File: src/rtl/cpu_pkg.sv
// Shared CPU constants: datapath widths, ALUOp/funct encodings and the internal ALU op type.
package cpu_pkg;

   localparam int unsigned XLEN = 32;
   localparam int unsigned RegW = 5;

   localparam logic [1:0] AluOpAdd   = 2'b00;
   localparam logic [1:0] AluOpSub   = 2'b01;
   localparam logic [1:0] AluOpFunct = 2'b10;
   localparam logic [1:0] AluOpSlt   = 2'b11;

   localparam logic [5:0] FunctAdd = 6'h20;
   localparam logic [5:0] FunctSub = 6'h22;
   localparam logic [5:0] FunctAnd = 6'h24;
   localparam logic [5:0] FunctOr  = 6'h25;
   localparam logic [5:0] FunctSlt = 6'h2A;

   typedef enum logic [2:0] {
      AluAdd,
      AluSub,
      AluAnd,
      AluOr,
      AluSlt,
      AluZero
   } alu_op_e;

   // Unknown R-type funct maps to AluZero so the result is forced to 0.
   function automatic alu_op_e alu_decode(input logic [1:0] alu_op, input logic [5:0] funct);
      alu_op_e op;
      op = AluZero;
      case (alu_op)
         AluOpAdd: op = AluAdd;
         AluOpSub: op = AluSub;
         AluOpSlt: op = AluSlt;
         default: begin
            case (funct)
               FunctAdd: op = AluAdd;
               FunctSub: op = AluSub;
               FunctAnd: op = AluAnd;
               FunctOr:  op = AluOr;
               FunctSlt: op = AluSlt;
               default:  op = AluZero;
            endcase
         end
      endcase
      return op;
   endfunction

endpackage

File: src/rtl/alu.sv
// Purely combinational 32-bit ALU: add/sub wrap, and, or, signed slt.
module alu
   import cpu_pkg::*;
(
   input  logic [XLEN-1:0] a,
   input  logic [XLEN-1:0] b,
   input  alu_op_e         op,
   output logic [XLEN-1:0] result
);

   logic lt;

   always_comb begin
      lt     = $signed(a) < $signed(b);
      result = '0;
      case (op)
         AluAdd:  result = a + b;
         AluSub:  result = a - b;
         AluAnd:  result = a & b;
         AluOr:   result = a | b;
         AluSlt:  result = {{(XLEN-1){1'b0}}, lt};
         default: result = '0;
      endcase
   end

endmodule

File: src/rtl/ex_stage.sv
// Execute stage: operand forwarding, ALU, load-use hazard detect and the EX/MEM register.
module ex_stage
   import cpu_pkg::*;
(
   input  logic            clk,
   input  logic            rst,
   input  logic [XLEN-1:0] rg1,
   input  logic [XLEN-1:0] rg2,
   input  logic [XLEN-1:0] immVal,
   input  logic [RegW-1:0] destReg,
   input  logic [RegW-1:0] rdRg1,
   input  logic [RegW-1:0] rdRg2,
   input  logic [1:0]      AluOp,
   input  logic            AluSrc,
   input  logic            RegDst,
   input  logic            MemWr,
   input  logic            MemRd,
   input  logic            DataSrc,
   input  logic            WrReg,
   input  logic            wbWrReg,
   input  logic [RegW-1:0] wbDest,
   input  logic [XLEN-1:0] wbData,
   input  logic [RegW-1:0] idRs,
   input  logic [RegW-1:0] idRt,
   input  logic            flush,
   output logic            stall,
   output logic [XLEN-1:0] aluRes,
   output logic [XLEN-1:0] storeData,
   output logic [RegW-1:0] exDest,
   output logic            exMemWr,
   output logic            exMemRd,
   output logic            exDataSrc,
   output logic            exWrReg
);

   logic [XLEN-1:0] alu_res_q, store_data_q;
   logic [RegW-1:0] ex_dest_q;
   logic            mem_wr_q, mem_rd_q, data_src_q, wr_reg_q;

   logic [XLEN-1:0] fwd_a, fwd_b, op_b, alu_result;
   logic [RegW-1:0] wr_dest;
   alu_op_e         alu_op;

   assign wr_dest = RegDst ? destReg : rdRg2;
   assign alu_op  = alu_decode(AluOp, immVal[5:0]);

   // EX/MEM result is newer than MEM/WB, so it is checked first; $0 is never forwarded.
   always_comb begin
      fwd_a = rg1;
      if (wr_reg_q && (ex_dest_q != '0) && (ex_dest_q == rdRg1)) begin
         fwd_a = alu_res_q;
      end else if (wbWrReg && (wbDest != '0) && (wbDest == rdRg1)) begin
         fwd_a = wbData;
      end
      fwd_b = rg2;
      if (wr_reg_q && (ex_dest_q != '0) && (ex_dest_q == rdRg2)) begin
         fwd_b = alu_res_q;
      end else if (wbWrReg && (wbDest != '0) && (wbDest == rdRg2)) begin
         fwd_b = wbData;
      end
      op_b = AluSrc ? immVal : fwd_b;
   end

   assign stall = MemRd && WrReg && (wr_dest != '0) && ((wr_dest == idRs) || (wr_dest == idRt));

   alu u_alu (
      .a      (fwd_a),
      .b      (op_b),
      .op     (alu_op),
      .result (alu_result)
   );

   always_ff @(posedge clk or negedge rst) begin
      if (!rst) begin
         alu_res_q    <= '0;
         store_data_q <= '0;
         ex_dest_q    <= '0;
         mem_wr_q     <= 1'b0;
         mem_rd_q     <= 1'b0;
         data_src_q   <= 1'b0;
         wr_reg_q     <= 1'b0;
      end else if (flush) begin
         alu_res_q    <= '0;
         store_data_q <= '0;
         ex_dest_q    <= '0;
         mem_wr_q     <= 1'b0;
         mem_rd_q     <= 1'b0;
         data_src_q   <= 1'b0;
         wr_reg_q     <= 1'b0;
      end else begin
         alu_res_q    <= alu_result;
         store_data_q <= fwd_b;
         ex_dest_q    <= wr_dest;
         mem_wr_q     <= MemWr;
         mem_rd_q     <= MemRd;
         data_src_q   <= DataSrc;
         wr_reg_q     <= WrReg;
      end
   end

   assign aluRes    = alu_res_q;
   assign storeData = store_data_q;
   assign exDest    = ex_dest_q;
   assign exMemWr   = mem_wr_q;
   assign exMemRd   = mem_rd_q;
   assign exDataSrc = data_src_q;
   assign exWrReg   = wr_reg_q;

endmodule

File: config.mk
export PLATFORM = sky130hd
export DESIGN_NAME = ex_stage
export DESIGN_NICKNAME = d
export VERILOG_FILES = /design/src/rtl/cpu_pkg.sv /design/src/rtl/alu.sv /design/src/rtl/ex_stage.sv
export SDC_FILE = /design/constraint.sdc
export NUM_CORES = 1
export LEC_CHECK = 0
export BUFFER_PORTS_ARGS = -buffer_cell sky130_fd_sc_hd__clkbuf_2
export CORE_ASPECT_RATIO = 2
export CORE_MARGIN = 4
export CORE_UTILIZATION = 53
export DETAILED_ROUTE_END_ITERATION = 12
export PLACE_DENSITY = 0.82
export SLEW_MARGIN = 15
export SYNTH_ARGS = -nofsm -noshare
export SYNTH_HDL_FRONTEND = slang
export SYNTH_SLANG_ARGS = --single-unit
File: constraint.sdc
create_clock -name clk -period 8.4 [get_ports clk]
set_clock_uncertainty 0.05 [all_clocks]
set_input_delay 1.68 -clock clk [delete_from_list [all_inputs] [get_ports clk]]
set_output_delay 1.68 -clock clk [all_outputs]
set_load 0.01 [all_outputs]
Word-level counts from Yosys, hierarchy flattened. Index checks and enable logic that the tools add are counted.

Bits in registers: 73. Output and inout port bits: 74. Logic and storage cells: 60. Input bits: 170.

Muxes and demuxes: 16. Reduce and logical (&&, ||, !) cells: 15. $lt $le $gt $ge: 1. Eq/ne operators: 17. Bitwise operators: 2. Add/sub/neg operators: 2.

Operators by type and width (count): two-way mux 32 bit (7); case mux 32 bit (5 select lines) (1); adder 32 bit (1); bitwise AND 32 bit (1); < comparator 32 bit (1); bitwise OR 32 bit (1); subtractor 32 bit (1); == test 5 bit (6); == test 6 bit (second input constant) (5); case mux 3 bit (5 select lines) (1); nonzero test 5 bit (3); two-way mux 5 bit (2); logical AND 1 bit (9); case mux 3 bit (3 select lines) (1); == test 3 x 2 -> 1 bit (second input constant) (2); two-way mux 1 bit (4); == test 3 x 1 -> 1 bit (second input constant) (1); == test 3 bit (second input constant) (1); zero test 3 bit (1); == test 2 x 1 -> 1 bit (second input constant) (1); == test 2 bit (second input constant) (1); zero test 2 bit (1); logical OR 1 bit (1).

Logic depth before layout (Yosys ltp). Gate-level depths: netlist of the first run.

Word-level depth: 9. Depth in mapped cells: 20. Mapped depth without buffers: 19.

Hierarchy. A second synthesis of the first run with hierarchy kept.

Cells, all modules: 1277. Area total of the unflattened synthesis: 9794.4 um^2.

Modules (own cells, without submodules): alu (cells an instance 758, area each 4991.0 um^2, sequential area each 0.0 um^2, times used 1); ex_stage (cells an instance 519, area each 4803.4 um^2, sequential area each 1826.8 um^2, times used 1).

Worst setup path before layout of the first run. Ideal clock, no wire load.

Path type: in2reg. Start point: in wbDest[4]. End point: reg alu_res_q[28], in the netlist aluRes[28]. Setup slack: 2.590 ns. Path buffers: 1. Stages on the path: 19. Required time: 8.284 ns. Library setup time: 0.066 ns. Data arrival time: 5.694 ns. Cells stage by stage: or4_1 o21ai_0 nor4_2 buf_2 mux2i_1 a21oi_1 mux2_2 ha_1 inv_1 fa_1 nor2b_1 o21a_1 or4b_4 a211oi_2 nor2_1 o2111ai_1 a31oi_1 mux2_4 nand2_1.

Cells in the longest elaborated chain, start to end: 9. Elaborated cells on any way between the ends: 17. Classes of those cells: add/sub: 2; eq/ne: 2; mux: 7; bitwise: 2; reduce/logical: 4.

Ends and longest elaborated chain: from (decl) (line ex_stage.sv:21) `input logic [RegW-1:0] wbDest,`; nonzero test 5 bit (line ex_stage.sv:52, ex_stage.sv:58); logical AND 1 bit (line ex_stage.sv:52, ex_stage.sv:58); logical AND 1 bit (line ex_stage.sv:58) `end else if (wbWrReg && (wbDest != '0) && (wbDest == rdRg2)) begin`; two-way mux 32 bit (line ex_stage.sv:58); two-way mux 32 bit (line ex_stage.sv:56) `if (wr_reg_q && (ex_dest_q != '0) && (ex_dest_q == rdRg2)) begin`; two-way mux 32 bit (line ex_stage.sv:61) `op_b = AluSrc ? immVal : fwd_b;`; subtractor 32 bit (tied with other cells) (line alu.sv:18) `AluSub: result = a - b;`; case mux 32 bit (5 select lines) * (line alu.sv:16) `case (op)`; two-way mux 32 bit * (line ex_stage.sv:82) `end else if (flush) begin`; to (signal assigned) (line ex_stage.sv:91) `alu_res_q <= alu_result;`; to (decl) (line ex_stage.sv:36) `logic [XLEN-1:0] alu_res_q, store_data_q;`.

Every way passes the cells marked *; elsewhere a longest branch is shown, timed or not.

Final worst setup path of the first run.
Start point: in wbDest[1]. End point: reg alu_res_q[24], in the netlist aluRes[24].

Same word-level chain as after synthesis.

==> results of run 1 <==
## power breakdown
group | leakage, nW | internal (mW) | total (mW) | switching, mW
clock | 0.173 | 0.300 | 0.479 | 0.179
sequential | 0.962 | 0.379 | 0.399 | 0.0206
combinational | 4.21 | 0.274 | 0.713 | 0.439
total | 5.34 | 0.953 | 1.59 | 0.639
## routing by layer
metal / share of wire [%] / global-route usage (%)
met4: 7.3 / 22.8
met5: 0 / 0
met1: 35 / 36.7
met2: 51 / 60.6
met3: 7.2 / 5.87
## logic make-up after synthesis
kind of cell / share of synthesized area, %
mux: 11.8
xor+xnor: 5.27
buf+inv: 6.85
compound gates: 23.6
flops: 19.3
simple gates: 18.1
fa+ha+maj: 15.1
## worst paths after layout
check | depth (start not counted) | endpoint | from | slack [ns]
worst max-delay path | 20 | aluRes[24] | wbDest[1] | 1.54
worst min-delay path | 3 | storeData[7] | aluRes[7] | 0.66
worst max register to register | 18 | aluRes[26] | exDest[2] | 2.79
worst min register to register | 3 | storeData[7] | aluRes[7] | 0.66
max in group asynchronous | 1 | storeData[15] | rst | 6.18
min in group asynchronous | 1 | storeData[7] | rst | 1.46
## synth_stat cells (all sizes together) (21+ instances only)
master / number
nor2: 120
a21oi: 117
ha: 111
inv: 88
o21ai: 87
nand2: 80
dfrtp: 73
mux2i: 73
nor2b: 49
clkbuf: 46
xnor2: 36
mux2: 34
buf: 27
a211oi: 24
nand3: 22
nor3: 21
xor2: 21
## flip-flops by register name, summed over array words and instances (netlist names)
register,cells
aluRes,32
storeData,32
exDest,5
exDataSrc,1
exMemRd,1
exMemWr,1
exWrReg,1
## area by class of cell
type | count | area [um2]
Clock buffer | 10 | 239
Clock inverter | 6 | 113
Timing Repair Buffer | 257 | 1320
Tap cell | 210 | 263
Inverter | 88 | 330
Fill cell | 1567 | 6300
Sequential cell | 73 | 1830
Multi-Input combinational cell | 989 | 7050
## stage by stage
step | util, % | cells | power, mW | hold WS [ns] | setup WS [ns]
floorplan | - | 1223 | 0.870 | 0.661 | 2.59
global placement | 61.9 | 1617 | 1.09 | 0.632 | 1.43
detailed placement | 61.9 | 1617 | 1.10 | 0.647 | 1.32
CTS | 63.9 | 1633 | 1.58 | 0.655 | 1.68
global route | 63.9 | 1633 | 1.67 | 0.682 | 1.27
finish | 63.9 | 1633 | 1.59 | 0.656 | 1.54
## critical path: stages
cell and delay (ns):
clkbuf_2 0.13, or4_1 0.12, o21ai_0 0.21, nor4_4 0.98
buf_4 0.56, mux2i_1 0.23, o21ai_0 0.12, inv_1 0.13
ha_1 0.21, inv_1 0.08, fa_1 0.46, nor2b_1 0.18
o21a_1 0.20, or4b_4 0.59, a211oi_2 0.23, nor2_1 0.11
o21ai_0 0.34, xnor2_1 0.18, a21oi_1 0.08, o211ai_1 0.23
==> impl_metrics.env, run 1 <==
export IMPL_hold_viol_final=0
export IMPL_synthesis_nets=1506
export IMPL_critPathArrivalTime_ns=7.07
export IMPL_slew_headroom_pct=30.2
export IMPL_die_area_um2=20200
export IMPL_mostFrequentLayoutCells="242 x clkbuf_2, 120 x nor2_1, 117 x a21oi_1, 111 x ha_1, 88 x inv_1"
export IMPL_ys_seq_area_share_pct=19.3
export IMPL_crit_path_end_kind="register"
export IMPL_status="finished clean"
export IMPL_worstSetupPathType="in -> reg"
export IMPL_vias_per_cell=6.18
export IMPL_place_area_um2=10800
export IMPL_stdcell_area_um2=11100
export IMPL_grt_pass1_vias=10400
export IMPL_via_count=10100
export IMPL_grt_start_max_net_pins=74
export IMPL_cap_violations=0
export IMPL_powerDensity_nw_per_um2=143
export IMPL_ys_flop_type="dfrtp_1"
export IMPL_avgSynthCellArea_um2=7.75
export IMPL_cp_required_ns=8.61
export IMPL_synthesis_area_um2=9480
export IMPL_worstMarginPinSlew_ns=1.04
export IMPL_placementRows=68
export IMPL_io_buffers=243
export IMPL_layout_commonest_cell="clkbuf_2"
export IMPL_numCtsBuffers=9
export IMPL_track_usage_pct=34.5
export IMPL_io_pins=244
export IMPL_drive_gt1_share_pct=23.0
export IMPL_cp_start_kind="input pin"
export IMPL_yosysUniqueCellTypes=76
export IMPL_slew_violations=0
export IMPL_async_flop_share_pct=100
export IMPL_fmaxAchievable_ghz=0.146
export IMPL_die_y_um=197
export IMPL_post_route_period_util_pct=81.6
export IMPL_yosys_area_top_type_share_pct=19.3
export IMPL_clk_latency_ns=0.36
export IMPL_wl_mm=35.6
export IMPL_synthCells=1223
export IMPL_crit_fanout=22
export IMPL_gp_congestion=1.03
export IMPL_drt_iter0_drc=615
export IMPL_ys_warn_count=0
export IMPL_coreArea_um2=17400
export IMPL_post_cts_resized=0
export IMPL_rsz0062_at_grt="no"
export IMPL_ctsHoldBuffers=0
export IMPL_cts_tree="built"
export IMPL_fin_crit_ns=6.86
export IMPL_drtAntennaViolNets=0
export IMPL_wire_per_inst_um=21.8
export IMPL_grt_overflow_total=0
export IMPL_initial_core_util_pct=54.3
export IMPL_synthToLayoutAreaGrowth_pct=17.6
export IMPL_vdd_ir_drop_max_mv=0.0931
export IMPL_cts_num_sinks=73
export IMPL_antenna_found_initial=0
export IMPL_setup_viol=0
export IMPL_grt_pass1_wl_mm=54.1
export IMPL_hp_class="reg -> reg"
export IMPL_antennaDiodeCount=0
export IMPL_yosysTopAreaCell="dfrtp_1"
export IMPL_h_tree_depth=3
export IMPL_leakage_nw=5.34
export IMPL_cts_root_buf="clkbuf_16"
export IMPL_hpwlAfterDp_mm=27.0
export IMPL_synth_edf_count=0
export IMPL_first_pass_iters=6
export IMPL_synth_seq_cells=73
export IMPL_drc=0
export IMPL_setup_tns_ns=0
export IMPL_synth_top_cells_by_area="dfrtp_1 19%, ha_1 15%, mux2i_1 7.7%"
export IMPL_clock_tree_buffer_depth=2
export IMPL_dieWidth_um=103
export IMPL_cts_clk_slew_worst_paths_ns=0.06
export IMPL_nets=1701
export IMPL_cts_setup_buffers=0
(Power assumes the default switching activity.)
==> inputs of run 2 (changes only) <==
- CORE_UTILIZATION: 53 -> 50
- PLACE_DENSITY: 0.82 -> 0.81
- clock period: 8.4 -> 5.65 ns (I/O delays scaled with it)
==> run 2 against run 1 <==
- critical path depth is the same
- highest routed layer unchanged
- wire length fell by 0.67%
- worst hold slack worse by 0.036 ns
==> impl_metrics.env, run 2 (synthesized netlist as in run 1, its figures left out) <==
export IMPL_status="finished clean"
export IMPL_timing_rr_start="exDest[1]"
export IMPL_clock_tree_buffer_depth=2
export IMPL_wire_per_inst_um=20.1
export IMPL_crit_path_end_kind="register"
export IMPL_cp_start_kind="input pin"
export IMPL_post_route_period_util_pct=95.5
export IMPL_hp_class="in -> async"
export IMPL_clk_latency_ns=0.36
export IMPL_rsz0062_at_grt="no"
export IMPL_fin_util_pct=63.2
export IMPL_cts_num_sinks=73
export IMPL_seqPwrFrac_pct=24.8
export IMPL_drt_iter0_drc=706
export IMPL_gr_usage_met1_pct=33.9
export IMPL_via_count=10400
export IMPL_drtAntennaViolNets=0
export IMPL_gp_congestion=1.02
export IMPL_slew_headroom_pct=42.1
export IMPL_layout_commonest_cell="clkbuf_2"
export IMPL_use_met2_pct=59.7
export IMPL_h_tree_depth=3
export IMPL_hold_viol_final=0
export IMPL_busiest_layer="met2"
export IMPL_io_pins=244
export IMPL_die_y_um=203
export IMPL_grt_pass1_wl_mm=55.2
export IMPL_coreArea_um2=18700
export IMPL_cap_violations=0
export IMPL_vdd_ir_drop_max_mv=0.157
export IMPL_finalNonFillerCells=1761
export IMPL_antenna_found_initial=0
export IMPL_swShare_pct=40.1
export IMPL_met3_usage_pct=4.39
export IMPL_seq_area_um2=1830
export IMPL_cts_setup_buffers=0
export IMPL_initial_core_util_pct=50.6
export IMPL_slew_violations=0
export IMPL_worstMarginPinSlew_ns=0.865
export IMPL_setup_tns_ns=0
export IMPL_fin_crit_ns=5.39
export IMPL_vias_per_cell=5.93
export IMPL_cts_tree="built"
export IMPL_internal_power_mw=1.43
export IMPL_comb_power_share_pct=48.2
export IMPL_drc=0
export IMPL_cts_root_buf="clkbuf_16"
export IMPL_first_pass_iters=5
export IMPL_post_cts_resized=0
export IMPL_switching_power_mw=0.959
export IMPL_wl_mm=35.3
export IMPL_dpl_cell_count=1745
export IMPL_nets=1784
export IMPL_die_area_um2=21400
export IMPL_p_total_mw=2.39
export IMPL_grt_pass1_vias=10700
export IMPL_dieWidth_um=105
export IMPL_critPathArrivalTime_ns=5.60
export IMPL_cts_clk_slew_worst_paths_ns=0.07
export IMPL_fmaxAchievable_ghz=0.185
export IMPL_cp_required_ns=5.85
export IMPL_power_frac_clock_pct=27.0
export IMPL_track_usage_pct=32.4
export IMPL_multi_input_area_um2=7050
export IMPL_r2r_setup_slack_ns=0.55
export IMPL_r2r_end="aluRes[29]"
export IMPL_crit_fanout=10
export IMPL_mostFrequentLayoutCells="242 x clkbuf_2, 120 x nor2_1, 117 x a21oi_1, 111 x ha_1, 93 x buf_4"
export IMPL_setup_slack_ns=0.256
export IMPL_io_buffers=243
export IMPL_powerDensity_nw_per_um2=202
export IMPL_hpwlAfterDp_mm=28.1
export IMPL_nFillCells=1714
export IMPL_setup_viol=0
export IMPL_placementRows=71
export IMPL_grt_start_max_net_pins=67
export IMPL_drive_gt1_share_pct=27.3
export IMPL_worstSetupPathType="in -> reg"
export IMPL_post_place_ws_ns=-0.124
export IMPL_leakage_nw=5.74
export IMPL_ctsHoldBuffers=0
export IMPL_antennaDiodeCount=0
export IMPL_r2r_cells=18
export IMPL_numCtsBuffers=9
export IMPL_synthToLayoutAreaGrowth_pct=25.1
export IMPL_grt_overflow_total=0
-- run 2: worst max-delay path by stage --
stage                   start    endpoint  slack [ns]  cells past startpoint
finish              wbDest[4]  aluRes[29]        0.26                     20
CTS                 wbDest[4]  aluRes[27]        0.22                     20
global placement    wbDest[4]  aluRes[27]       -0.11                     20
global route        wbDest[0]  aluRes[29]       0.005                     20
floorplan           wbDest[4]  aluRes[28]        0.39                     19
detailed placement  wbDest[4]  aluRes[27]       -0.12                     20
-- run 2: power groups by stage --
stage | logic [mW] | registers, mW | clock network, mW
floorplan | 0.677 | 0.616 | 0
global route | 1.25 | 0.599 | 0.672
finish | 1.15 | 0.594 | 0.646
global placement | 1.11 | 0.602 | 0
CTS | 1.13 | 0.594 | 0.654
detailed placement | 1.13 | 0.603 | 0
-- run 2: worst max-delay path, cell delays in order --
cell,delay [ns]
clkbuf_2,0.12
or4_1,0.52
o21ai_0,0.17
buf_4,0.16
nor4_4,0.06
buf_12,0.16
mux2i_1,0.14
a21oi_1,0.09
mux2_2,0.31
ha_1,0.36
buf_4,0.18
nor4_1,0.61
o21ai_0,0.20
nand3_1,0.18
a211oi_1,0.09
o21ai_1,0.27
a31oi_1,0.21
o311ai_0,0.35
a21oi_1,0.08
a211oi_1,0.20
-- run 2: layer usage --
metal,part of all wire [%],up-vias
li1,-,4872
met1,35,4894
met2,52,515
met3,6.2,158
met4,6.4,0
met5,0,-
-- run 2: through the flow --
stage | hold slack, ns | instance area, um2
final | 0.620 | 11900
after global routing | 0.632 | 11900
after CTS | 0.628 | 11900
after detailed placement | 0.652 | 11500
after global placement | 0.629 | 11500
after floorplan | 0.661 | 9480
-- run 2: cell type report --
type	instances	share of cell area, %
tap	255	2.69
multi-input combinational	989	59.5
clock buffer	9	1.90
sequential	73	15.4
timing repair buffer	340	16.9
inverter	88	2.79
clock inverter	7	0.792
==> inputs of run 3 (changes only) <==
- ABC_CLOCK_PERIOD_IN_PS: not set -> 5650
- CORE_ASPECT_RATIO: 2 -> 0.9
- GPL_TIMING_DRIVEN: not set -> 0
==> run 3 against run 2 <==
- core utilization down 0.33 points
- non-clock buffer count down 20
- worst hold slack better by 0.041 ns
- wire length up 16%
- setup slack worse by 0.098 ns
==> impl_metrics.env, run 3 (synthesized netlist as in run 1, its figures left out) <==
export IMPL_critPathArrivalTime_ns=5.72
export IMPL_coreArea_um2=18500
export IMPL_grt_overflow_total=0
export IMPL_antenna_found_initial=0
export IMPL_leakage_nw=5.54
export IMPL_critPathMaxStageDelay_ns=0.51
export IMPL_hp_class="in -> async"
export IMPL_die_y_um=139
export IMPL_cp_depth=19
export IMPL_via_count=10800
export IMPL_cp_num_buf_inv=4
export IMPL_r2r_cells=21
export IMPL_drive_gt1_share_pct=26.0
export IMPL_dpl_cell_count=1710
export IMPL_nFillCells=1687
export IMPL_track_usage_pct=36.3
export IMPL_cts_clk_slew_worst_paths_ns=0.07
export IMPL_fin_crit_ns=5.49
export IMPL_drtAntennaViolNets=0
export IMPL_mostFrequentLayoutCells="252 x clkbuf_2, 119 x nor2_1, 113 x a21oi_1, 110 x ha_1, 88 x inv_1"
export IMPL_layout_commonest_cell="clkbuf_2"
export IMPL_crit_path_end_kind="register"
export IMPL_drc=0
export IMPL_p_total_mw=2.36
export IMPL_setup_tns_ns=0
export IMPL_placementRows=47
export IMPL_finalNonFillerCells=1731
export IMPL_h_tree_depth=3
export IMPL_synthToLayoutAreaGrowth_pct=23.0
export IMPL_cts_num_sinks=73
export IMPL_drt_iter0_drc=1094
export IMPL_clock_tree_buffer_depth=2
export IMPL_cp_required_ns=5.88
export IMPL_vdd_ir_drop_max_mv=0.125
export IMPL_vias_per_cell=6.24
export IMPL_nets=1764
export IMPL_cp_start_kind="input pin"
export IMPL_crit_path_frequent_cell="o2111ai_2"
export IMPL_crit_chain="clkbuf_2, or4_4, o21ai_4, nor4_4, buf_6, buf_4, mux2i_2, a21oi_1, mux2_2, ha_1, buf_2, or2_2, o2111ai_2, o22ai_1, nor2_1, o2111ai_2, a31oi_1, mux2_4, nand2_1"
export IMPL_hpwlAfterDp_mm=32.5
export IMPL_worstSetupPathType="in -> reg"
export IMPL_multi_input_area_um2=7240
export IMPL_setup_viol=0
export IMPL_gp_congestion=1.02
export IMPL_hold_ws_ns=0.661
export IMPL_wl_mm=40.8
export IMPL_die_area_um2=21200
export IMPL_wire_per_inst_um=23.6
export IMPL_grt_start_max_net_pins=55
export IMPL_fmaxAchievable_ghz=0.182
export IMPL_status="finished clean"
export IMPL_initial_core_util_pct=51.2
export IMPL_post_route_period_util_pct=97.2
export IMPL_cts_tree="built"
export IMPL_cts_root_buf="clkbuf_16"
export IMPL_seq_area_um2=1830
export IMPL_worstMarginPinSlew_ns=1.08
export IMPL_numCtsBuffers=9
export IMPL_grt_pass1_wl_mm=60.5
export IMPL_io_buffers=241
export IMPL_first_pass_iters=6
export IMPL_powerDensity_nw_per_um2=202
export IMPL_io_pins=244
export IMPL_cp_top_family="simple AND/OR/NAND/NOR gates"
export IMPL_dieWidth_um=153
export IMPL_slew_headroom_pct=27.5
export IMPL_hold_viol_final=0
export IMPL_antennaDiodeCount=0
export IMPL_clk_latency_ns=0.35
export IMPL_cap_violations=0
export IMPL_crit_fanout=10
export IMPL_slowest_stage="nor4_4"
export IMPL_grt_pass1_vias=10200
export IMPL_slew_violations=0
run 3: what timing repair did:
item                       4_1_cts  5_1_grt
buffers inserted                 0        6
hold buffers                     0        0
resized for setup               28       59
pin swaps                        1       15
setup endpoints to repair       16       17
run 3: final timing paths:
kind	slack, ns	startpoint	end
min reg2reg	0.66	aluRes[28]	storeData[28]
min	0.66	rst	aluRes[6]
max	0.16	wbDest[0]	aluRes[28]
max in group asynchronous	4.29	rst	storeData[26]
max reg2reg	0.27	exDest[1]	aluRes[28]
min in group clk	0.66	aluRes[28]	storeData[28]
run 3: cell type report:
class | instances | share of cell area, %
clock buffers | 10 | 2.05
clock inverters | 6 | 0.580
inverters | 88 | 2.83
plain buffers | 72 | 3.16
multi-input cells | 989 | 62.1
well taps | 245 | 2.63
flip-flops and latches | 73 | 15.7
repair buffers | 248 | 11.0
run 3: routing by layer:
| layer | track usage, % | routed length (um) | vias to the layer above |
|---|---|---|---|
| met5 | 0 | 0 | - |
| met4 | 12.8 | 1560 | 0 |
| met3 | 8.36 | 4640 | 107 |
| met2 | 55.4 | 17900 | 749 |
| met1 | 50.4 | 16700 | 5124 |
| li1 | - | - | 4829 |
run 3: per-stage QoR:
stage	area, um2	utilization, %	setup slack [ns]
6_report	11700	62.9	0.158
5_1_grt	11700	62.9	-0.0231
4_1_cts	11400	61.7	0.0275
3_5_place_dp	11000	59.5	-0.795
3_3_place_gp	11000	59.3	-1.11
2_1_floorplan	9480	-	0.390
run 3: where the power goes:
| part | internal, mW | switching [mW] | total, mW |
|---|---|---|---|
| sequential | 0.563 | 0.0333 | 0.597 |
| clock | 0.355 | 0.243 | 0.598 |
| combinational | 0.436 | 0.727 | 1.16 |
run 3: worst reg2reg max path: stages, from the launching register on:
cell       delay (ns)
dfrtp_1          0.45
or4_1            0.54
o21ai_1          0.28
nor4_1           0.13
nand3_2          0.08
buf_4            0.20
clkbuf_2         0.34
nor2_1           0.10
a21oi_2          0.13
mux2_4           0.19
ha_1             0.17
inv_1            0.06
fa_1             0.45
nor2b_1          0.17
o21a_1           0.19
or4b_4           0.59
a211oi_4         0.25
nor2_1           0.12
o2111ai_2        0.29
a31oi_1          0.16
mux2_4           0.31
nand2_1          0.07
